### src/rtl/var_clause_walker.sv
`default_nettype none
// +----------------------------------------------------------------------------+
// | Module   : var_clause_walker                                                |
// | Purpose  : Reads a variable's [start,end] range from var_start_end and      |
// |            streams each clause index downstream; owns the table write port. |
// | Revision : 1.0                                                              |
// +----------------------------------------------------------------------------+

`ifndef MAX_VARS_BITS
`define MAX_VARS_BITS 6
`endif

module var_clause_walker #(
    parameter int VAR_BITS = `MAX_VARS_BITS,
    parameter int IDX_BITS = 16
) (
    input  logic                clock,
    input  logic                reset,
    input  logic                req_valid,
    input  logic [VAR_BITS-1:0] req_var,
    output logic                req_ready,
    input  logic                abort,
    output logic                out_valid,
    output logic [IDX_BITS-1:0] out_idx,
    input  logic                out_ready,
    output logic                done,
    output logic [IDX_BITS:0]   done_count,
    input  logic                cfg_valid,
    input  logic [VAR_BITS-1:0] cfg_var,
    input  logic [IDX_BITS-1:0] cfg_start,
    input  logic [IDX_BITS-1:0] cfg_end,
    output logic                cfg_ready,
    output logic                mem_read,
    output logic                mem_write,
    output logic [VAR_BITS-1:0] mem_var,
    output logic [IDX_BITS-1:0] mem_start_in,
    output logic [IDX_BITS-1:0] mem_end_in,
    input  logic [IDX_BITS-1:0] mem_start_out,
    input  logic [IDX_BITS-1:0] mem_end_out
);

    localparam logic [2:0] c_st_idle    = 3'd0;
    localparam logic [2:0] c_st_read    = 3'd1;
    localparam logic [2:0] c_st_capture = 3'd2;
    localparam logic [2:0] c_st_stream  = 3'd3;
    localparam logic [2:0] c_st_done    = 3'd4;

    localparam logic [IDX_BITS-1:0] c_idx_one = {{(IDX_BITS-1){1'b0}}, 1'b1};
    localparam logic [IDX_BITS:0]   c_cnt_one = {{IDX_BITS{1'b0}}, 1'b1};

    logic [2:0]          r_state;
    logic [2:0]          w_next_state;
    logic [VAR_BITS-1:0] r_var;
    logic [IDX_BITS-1:0] r_cur;
    logic [IDX_BITS-1:0] r_last;
    logic [IDX_BITS:0]   r_count;

    logic w_accept;
    logic w_handshake;
    logic w_at_last;

    // A simultaneous loader write takes priority over a new walk.
    assign w_accept    = (r_state == c_st_idle) && req_valid && !cfg_valid;
    assign w_handshake = (r_state == c_st_stream) && out_ready;
    assign w_at_last   = (r_cur == r_last);

    always_ff @(posedge clock) begin
        if (reset) begin
            r_state <= c_st_idle;
        end else begin
            r_state <= w_next_state;
        end
    end

    always_ff @(posedge clock) begin
        if (reset) begin
            r_var   <= '0;
            r_cur   <= '0;
            r_last  <= '0;
            r_count <= '0;
        end else begin
            case (r_state)
                c_st_idle: begin
                    if (w_accept) begin
                        r_var   <= req_var;
                        r_count <= '0;
                    end
                end
                c_st_capture: begin
                    r_cur   <= mem_start_out;
                    r_last  <= mem_end_out;
                    r_count <= '0;
                end
                c_st_stream: begin
                    // Stopping the increment at last keeps a full-range walk from wrapping.
                    if (w_handshake) begin
                        r_count <= r_count + c_cnt_one;
                        if (!w_at_last) begin
                            r_cur <= r_cur + c_idx_one;
                        end
                    end
                end
                default: begin
                end
            endcase
        end
    end

    always_comb begin
        w_next_state = r_state;
        case (r_state)
            c_st_idle: begin
                if (w_accept) begin
                    w_next_state = c_st_read;
                end
            end
            c_st_read: begin
                w_next_state = abort ? c_st_done : c_st_capture;
            end
            c_st_capture: begin
                if (abort || (mem_start_out > mem_end_out)) begin
                    w_next_state = c_st_done;
                end else begin
                    w_next_state = c_st_stream;
                end
            end
            c_st_stream: begin
                if (abort || (w_handshake && w_at_last)) begin
                    w_next_state = c_st_done;
                end
            end
            c_st_done: begin
                w_next_state = c_st_idle;
            end
            default: begin
                w_next_state = c_st_idle;
            end
        endcase
    end

    always_comb begin
        req_ready    = 1'b0;
        cfg_ready    = 1'b0;
        out_valid    = 1'b0;
        out_idx      = '0;
        done         = 1'b0;
        done_count   = '0;
        mem_read     = 1'b0;
        mem_write    = 1'b0;
        mem_var      = '0;
        mem_start_in = '0;
        mem_end_in   = '0;
        case (r_state)
            c_st_idle: begin
                req_ready = !cfg_valid;
                cfg_ready = cfg_valid;
                if (cfg_valid) begin
                    mem_write    = 1'b1;
                    mem_var      = cfg_var;
                    mem_start_in = cfg_start;
                    mem_end_in   = cfg_end;
                end
            end
            c_st_read: begin
                mem_read = 1'b1;
                mem_var  = r_var;
            end
            c_st_stream: begin
                out_valid = 1'b1;
                out_idx   = r_cur;
            end
            c_st_done: begin
                done       = 1'b1;
                done_count = r_count;
            end
            default: begin
            end
        endcase
    end

endmodule

`default_nettype wire
### config.mk
export PLATFORM = sky130hd
export DESIGN_NAME = var_clause_walker
export DESIGN_NICKNAME = d
export VERILOG_FILES = /design/src/rtl/var_clause_walker.sv
export SDC_FILE = /design/constraint.sdc
export NUM_CORES = 1
export LEC_CHECK = 0
export CAP_MARGIN = 10
export CORE_MARGIN = 2
export CORE_UTILIZATION = 30
export CTS_BUF_LIST = sky130_fd_sc_hd__clkbuf_4 sky130_fd_sc_hd__clkbuf_8
export CTS_CLUSTER_SIZE = 16
export DETAILED_ROUTE_END_ITERATION = 10
export PLACE_DENSITY = 0.56
export SYNTH_ARGS = -nofsm -noshare
export SYNTH_HDL_FRONTEND = slang
export SYNTH_SLANG_ARGS = --single-unit
### constraint.sdc
create_clock -name clock -period 2.5 [get_ports clock]
set_input_delay 0.5 -clock clock [delete_from_list [all_inputs] [get_ports clock]]
set_output_delay 0.5 -clock clock [all_outputs]
set_load 0.05 [all_outputs]
Yosys cells after proc, flatten, opt, wreduce, memory -nomap -nowiden
Index checks and enable logic that the tools add are counted.
{"block": "totals", "ff_bits": 58, "latch_bits": 0, "mem_bits_rw": 0, "rom_bits": 0, "elab_cells": 57, "memories": 0}
{"block": "classes", "addsub": 2, "multipliers": 0, "div": 0, "magnitude_cmp": 1, "eq_ne": 9, "shifts": 0, "mux": 26, "bitwise_logic": 0, "reduce_logical": 14}
{"cell": "$mux W16", "n": 7}
{"cell": "$mux W17", "n": 3}
{"cell": "$pmux W17 S3", "n": 1}
{"cell": "$pmux W16 S2", "n": 1}
{"cell": "$add A17 B1 Y17 const B", "n": 1}
{"cell": "$add A16 B1 Y16 const B", "n": 1}
{"cell": "$eq A16 B16 Y1", "n": 1}
{"cell": "$gt A16 B16 Y1", "n": 1}
{"cell": "$mux W3", "n": 4}
{"cell": "$pmux W3 S4", "n": 1}
{"cell": "$pmux W6 S2", "n": 1}
{"cell": "$mux W1", "n": 7}
{"cell": "$eq A3 B2 Y1 const B", "n": 2}
{"cell": "$mux W6", "n": 1}
{"cell": "$ne A2 B2 Y1 const B", "n": 3}
{"cell": "$reduce_and A3 Y1", "n": 2}
{"cell": "$logic_and A1 B1 Y1", "n": 4}
{"cell": "$reduce_and A2 Y1", "n": 2}
{"cell": "$eq A3 B1 Y1 const B", "n": 1}
{"cell": "$eq A3 B3 Y1 const B", "n": 1}
{"cell": "$logic_not A3 Y1", "n": 1}
{"cell": "$reduce_bool A3 Y1", "n": 1}
{"cell": "$logic_or A1 B1 Y1", "n": 2}
{"cell": "$ne A2 B1 Y1 const B", "n": 1}
{"cell": "other kinds (2)", "n": 2}

Longest topological paths before layout
Gate-level depths: netlist (run 1).
{"block": "logic_depth", "depth_word": 6, "mapped_depth": 8, "depth_no_buf": 8}

Least setup slack after synthesis (run 1)
No wires, ideal clock.
{"block": "synth_timing", "kind": "register to output", "start": "reg r_state[2]", "end": "out done_count[10]", "t_arrival_ns": 2.247, "slack_ns": -0.247, "path_stages_with_launch": 5, "path_cell_list": "dfxtp_1 -> clkbuf_1 -> nor3b_1 -> clkbuf_1 -> and2_1"}
{"block": "synth_via", "elab_chain_len": 2}
{"element": "from (decl)", "line_no": "51", "rtl": "logic [2:0] r_state;"}
{"element": "from (signal assigned)", "line_no": "69", "rtl": "r_state <= c_st_idle;"}
{"element": "from (signal assigned)", "line_no": "71", "rtl": "r_state <= w_next_state;"}
{"element": "$eq A3 B3 Y1", "line_no": "153", "rtl": "case (r_state)"}
{"element": "$mux W17", "line_no": "153"}
{"element": "to (decl)", "line_no": "27", "rtl": "output logic [IDX_BITS:0] done_count,"}
No other way between the ends.

Final worst setup path (run 1)
{"block": "layout_timing", "start": "in cfg_valid", "end": "out mem_start_in[14]"}
{"block": "layout_via", "elab_chain_len": 2}
{"element": "from (decl)", "line_no": "28", "rtl": "input logic cfg_valid,"}
{"element": "$mux W16", "line_no": "157", "rtl": "if (cfg_valid) begin"}
{"element": "$mux W16", "line_no": "153"}
{"element": "to (decl)", "line_no": "36", "rtl": "output logic [IDX_BITS-1:0] mem_start_in,"}
No other way between the ends.

==> results of run 1 <==
## kinds of logic (layout without fill, tap and decap cells)
family / Yosys count / count (layout) / share of synthesized area (%)
compound gates: 92 / 92 / 16.95
xor+xnor: 32 / 32 / 7.327
fa+ha+maj: 18 / 18 / 5.888
buf+inv: 54 / 227 / 6.150
flops: 58 / 58 / 30.36
mux: 5 / 5 / 1.309
other cells: 0 / 2 / 0
simple gates: 238 / 238 / 32.02
## registers in the layout, summed over array words and instances (netlist names)
signal / count
r_state: 3
r_count: 17
r_last: 16
r_var: 6
r_cur: 16
## per-stage QoR
stage          power [mW]  cells  setup slack, ns
6_report            2.831    844          0.07933
2_1_floorplan       1.364    497       -0.0007454
5_1_grt             2.934    842          0.01864
4_1_cts             2.846    842        -0.009379
3_3_place_gp        1.810    826         -0.09003
3_5_place_dp        1.816    826          -0.1860
## power by group through the flow
stage / Clock, mW / Combinational [mW] / Sequential, mW
2_1_floorplan: 0 / 0.391 / 0.973
3_3_place_gp: 0 / 0.825 / 0.986
3_5_place_dp: 0 / 0.830 / 0.986
4_1_cts: 1.05 / 0.834 / 0.966
5_1_grt: 1.08 / 0.880 / 0.970
6_report: 1.03 / 0.830 / 0.966
## how the worst max path moves through the flow
stage                     depth (start not counted)          endpoint
after floorplan                                   4    done_count[10]
after global placement                            9        r_state[0]
after detailed placement                          9        r_state[0]
after CTS                                         4        out_idx[0]
after global routing                              5  mem_start_in[14]
final                                             5  mem_start_in[14]
## worst max-delay path, cell delays in order
cell and delay (ns):
clkdlybuf4s50_1 0.50, nor4b_4 0.30, buf_12 0.23, and2_1 0.23, buf_12 0.16
## routing by layer
metal / part of all wire [%] / track usage, %
met5: 0 / 0
met4: 2.5 / 7.608
met3: 8.8 / 6.179
met2: 49 / 35.03
met1: 40 / 24.12
## layout make-up
cell class	instances	area, µm²	area share [%]
Sequential cell	58	1162	17.21
Inverter	24	90.09	1.334
Clock buffer	12	158.9	2.353
Antenna cell	2	5.005	0.07410
Clock inverter	4	73.82	1.093
Multi-Input combinational cell	385	2466	36.51
Timing Repair Buffer	187	2582	38.24
Tap cell	172	215.2	3.186
## cells in the final DEF, fill, tap and decap left out, types with 3 or more instances in the layout
| cell | instances |
|---|---|
| nand2_1 | 77 |
| nor4_1 | 3 |
| and2_2 | 8 |
| inv_1 | 23 |
| o31ai_1 | 4 |
| ha_1 | 18 |
| a21oi_1 | 35 |
| and4_1 | 4 |
| nand3_1 | 19 |
| a22o_1 | 11 |
| nand4_1 | 14 |
| nor2_1 | 32 |
| a32o_1 | 11 |
| clkdlybuf4s50_1 | 81 |
| xnor2_1 | 21 |
| clkbuf_8 | 11 |
| and3_1 | 17 |
| dfxtp_1 | 57 |
| buf_12 | 78 |
| buf_4 | 28 |
| and2_1 | 43 |
| o21ai_0 | 10 |
| xor2_1 | 11 |
| nor2b_1 | 3 |
| mux2i_1 | 5 |
## timing repair
item	CTS	global route
gates resized for setup	2	3
setup endpoints to repair	3	7
pin swaps	0	0
==> results by group, run 1 <==
Drt
  – Residual DRC: 0
  – Post-Route WL: 13600 µm
  – Antenna viol nets, final: 0
  – Vias: around 4200
  – DR iter-0 viols: around 250
  – Routed vias/inst: roughly 5
  – DR WL/cell: ~16 µm
  – Drt first pass iters: 5

Power
  – Maximum VDD drop: about 0.00023 V
  – Clock power frac: 36.5%
  – Lkg Pwr: 2.670 nW
  – Sw frac: ~30%
  – Logic pwr share: approximately 30%
  – Cell Pwr Density: 419.1 nW/µm²
  – Switching power: approximately 850 µW
  – Cell-internal power: between 1.5 and 2 mW
  – Reg power frac: between 30% and 40%

Finish
  – Fillers: around 1200
  – Post-route cell area: between 6000 and 7000 µm²
  – Layout overhead on the synthesized area: 76.58%
  – Utilization after layout: between 50% and 60%
  – Final-stage net count: approximately 770
  – Share of cells above drive strength 1: 21.49%

Synthesis
  – Synthesized Nets: roughly 600
  – Gate Count Post-Synth: 497
  – Synth top area cells: dfxtp_1 30%, and2_1 8.3%, nand2_1 7.7%, ha_1 5.9%, xnor2_1 4.8%
  – Synth Cell Area: around 3800 µm²
  – Post-synth EDFFs: 0
  – Ys flop type: dfxtp_1
  – Async SR Flop Fraction: 0%
  – Register bit total from synthesis: 58
  – Register area share after synthesis: a little under a third
  – Top cell type's share of synthesized area: 30.36%
  – Synthesis warning total: 0
  – Largest area contributor in the netlist: dfxtp_1
  – Post-synthesis average cell area: 7.696 µm²
  – Library cells used by synthesis: between 50 and 60
  – Top post-synthesis cells by count: 78 x nand2_1, 58 x dfxtp_1, 51 x and2_1
  – Top-count cell post-synth: nand2_1

Timing
  – Rel. slew slack: 54.65%
  – Fin crit share: 96.83%
  – Clock skew: 0.009903 ns
  – Setup_tns: 0 ns
  – Achievable frequency: 413.1 MHz
  – Final Setup Violations: 0
  – Slew Limit Fails: 0
  – RSZ-0062 raised after global routing: no
  – Final min period: 2.421 ns
  – Worst slew pin tran: a little under 0.7 ns
  – Hold Fails Final Rpt: 0
  – Hold WS: 0.4655 ns

GRT
  – Vias in the first global route: roughly 4300
  – Initial antenna violation count: 1
  – GR Overflow Total: 0
  – Total GRT Usage: between 20% and 30%
  – Largest net degree at the start of global routing: roughly 40
  – First-pass GRT wire length: about 22000 µm

Placement
  – Routability Congestion: between 0.9 and 1
  – Placed cell areas: about 6500 µm²
  – Port bufs: around 160
  – Detailed Place HPWL: ~11000 µm

Die
  – Core Region: roughly 13000 µm²
  – Initial core utilization: between 30% and 40%
  – Chip height: ~120 µm
  – Ports: ~160
  – Die area: roughly 14000 µm²
  – Core Rows: 41
  – Die Wd: 116.9 µm

Job
  – Max Cap Viol: 0

Setup path
  – Worst setup startpoint: cfg_valid
  – R2r setup slk: roughly 0.45 ns
  – Critical path class: input port to output port
  – Reg2reg end: r_cur[8]
  – Required @ worst endpoint: about 2.0 ns
  – R2R Path Start: r_state[0]
  – Setup crit end kind: output port
  – Critical-path maximum fanout: 40
  – CP arrival: between 1.5 and 2 ns
  – Critical path startpoint category: input port
  – R2R depth: 6

Clock network
  – Clk buf depth: 2
  – Post-CTS setup buffers: 0
  – CTS H-Tree Depth: 3
  – TritonCTS clock tree: built
  – # hold bufs at CTS: 0
  – Clk sinks: 58
  – Clk_lat worst skew: ~0.35 ns
  – Cts bufs inserted: 9
  – Clock transition at path regs: roughly 0.07 ns
  – Root Buffer: clkbuf_8

Outcome
  – Status: completed

Worst hold path
  – Hold_sp: r_var[1]
  – Hold/Removal Path Class: register to register
  – Min-Delay Path Depth: 2
  – Hold worst-path end: r_var[1]
Note: power is estimated with default switching activity, not from simulation.
==> run 2, diff against run 1 <==
- GPL_ROUTABILITY_DRIVEN: default -> 0
==> results of run 2 <==
The final DEF is identical to that of run 1; final timing and power are the same.
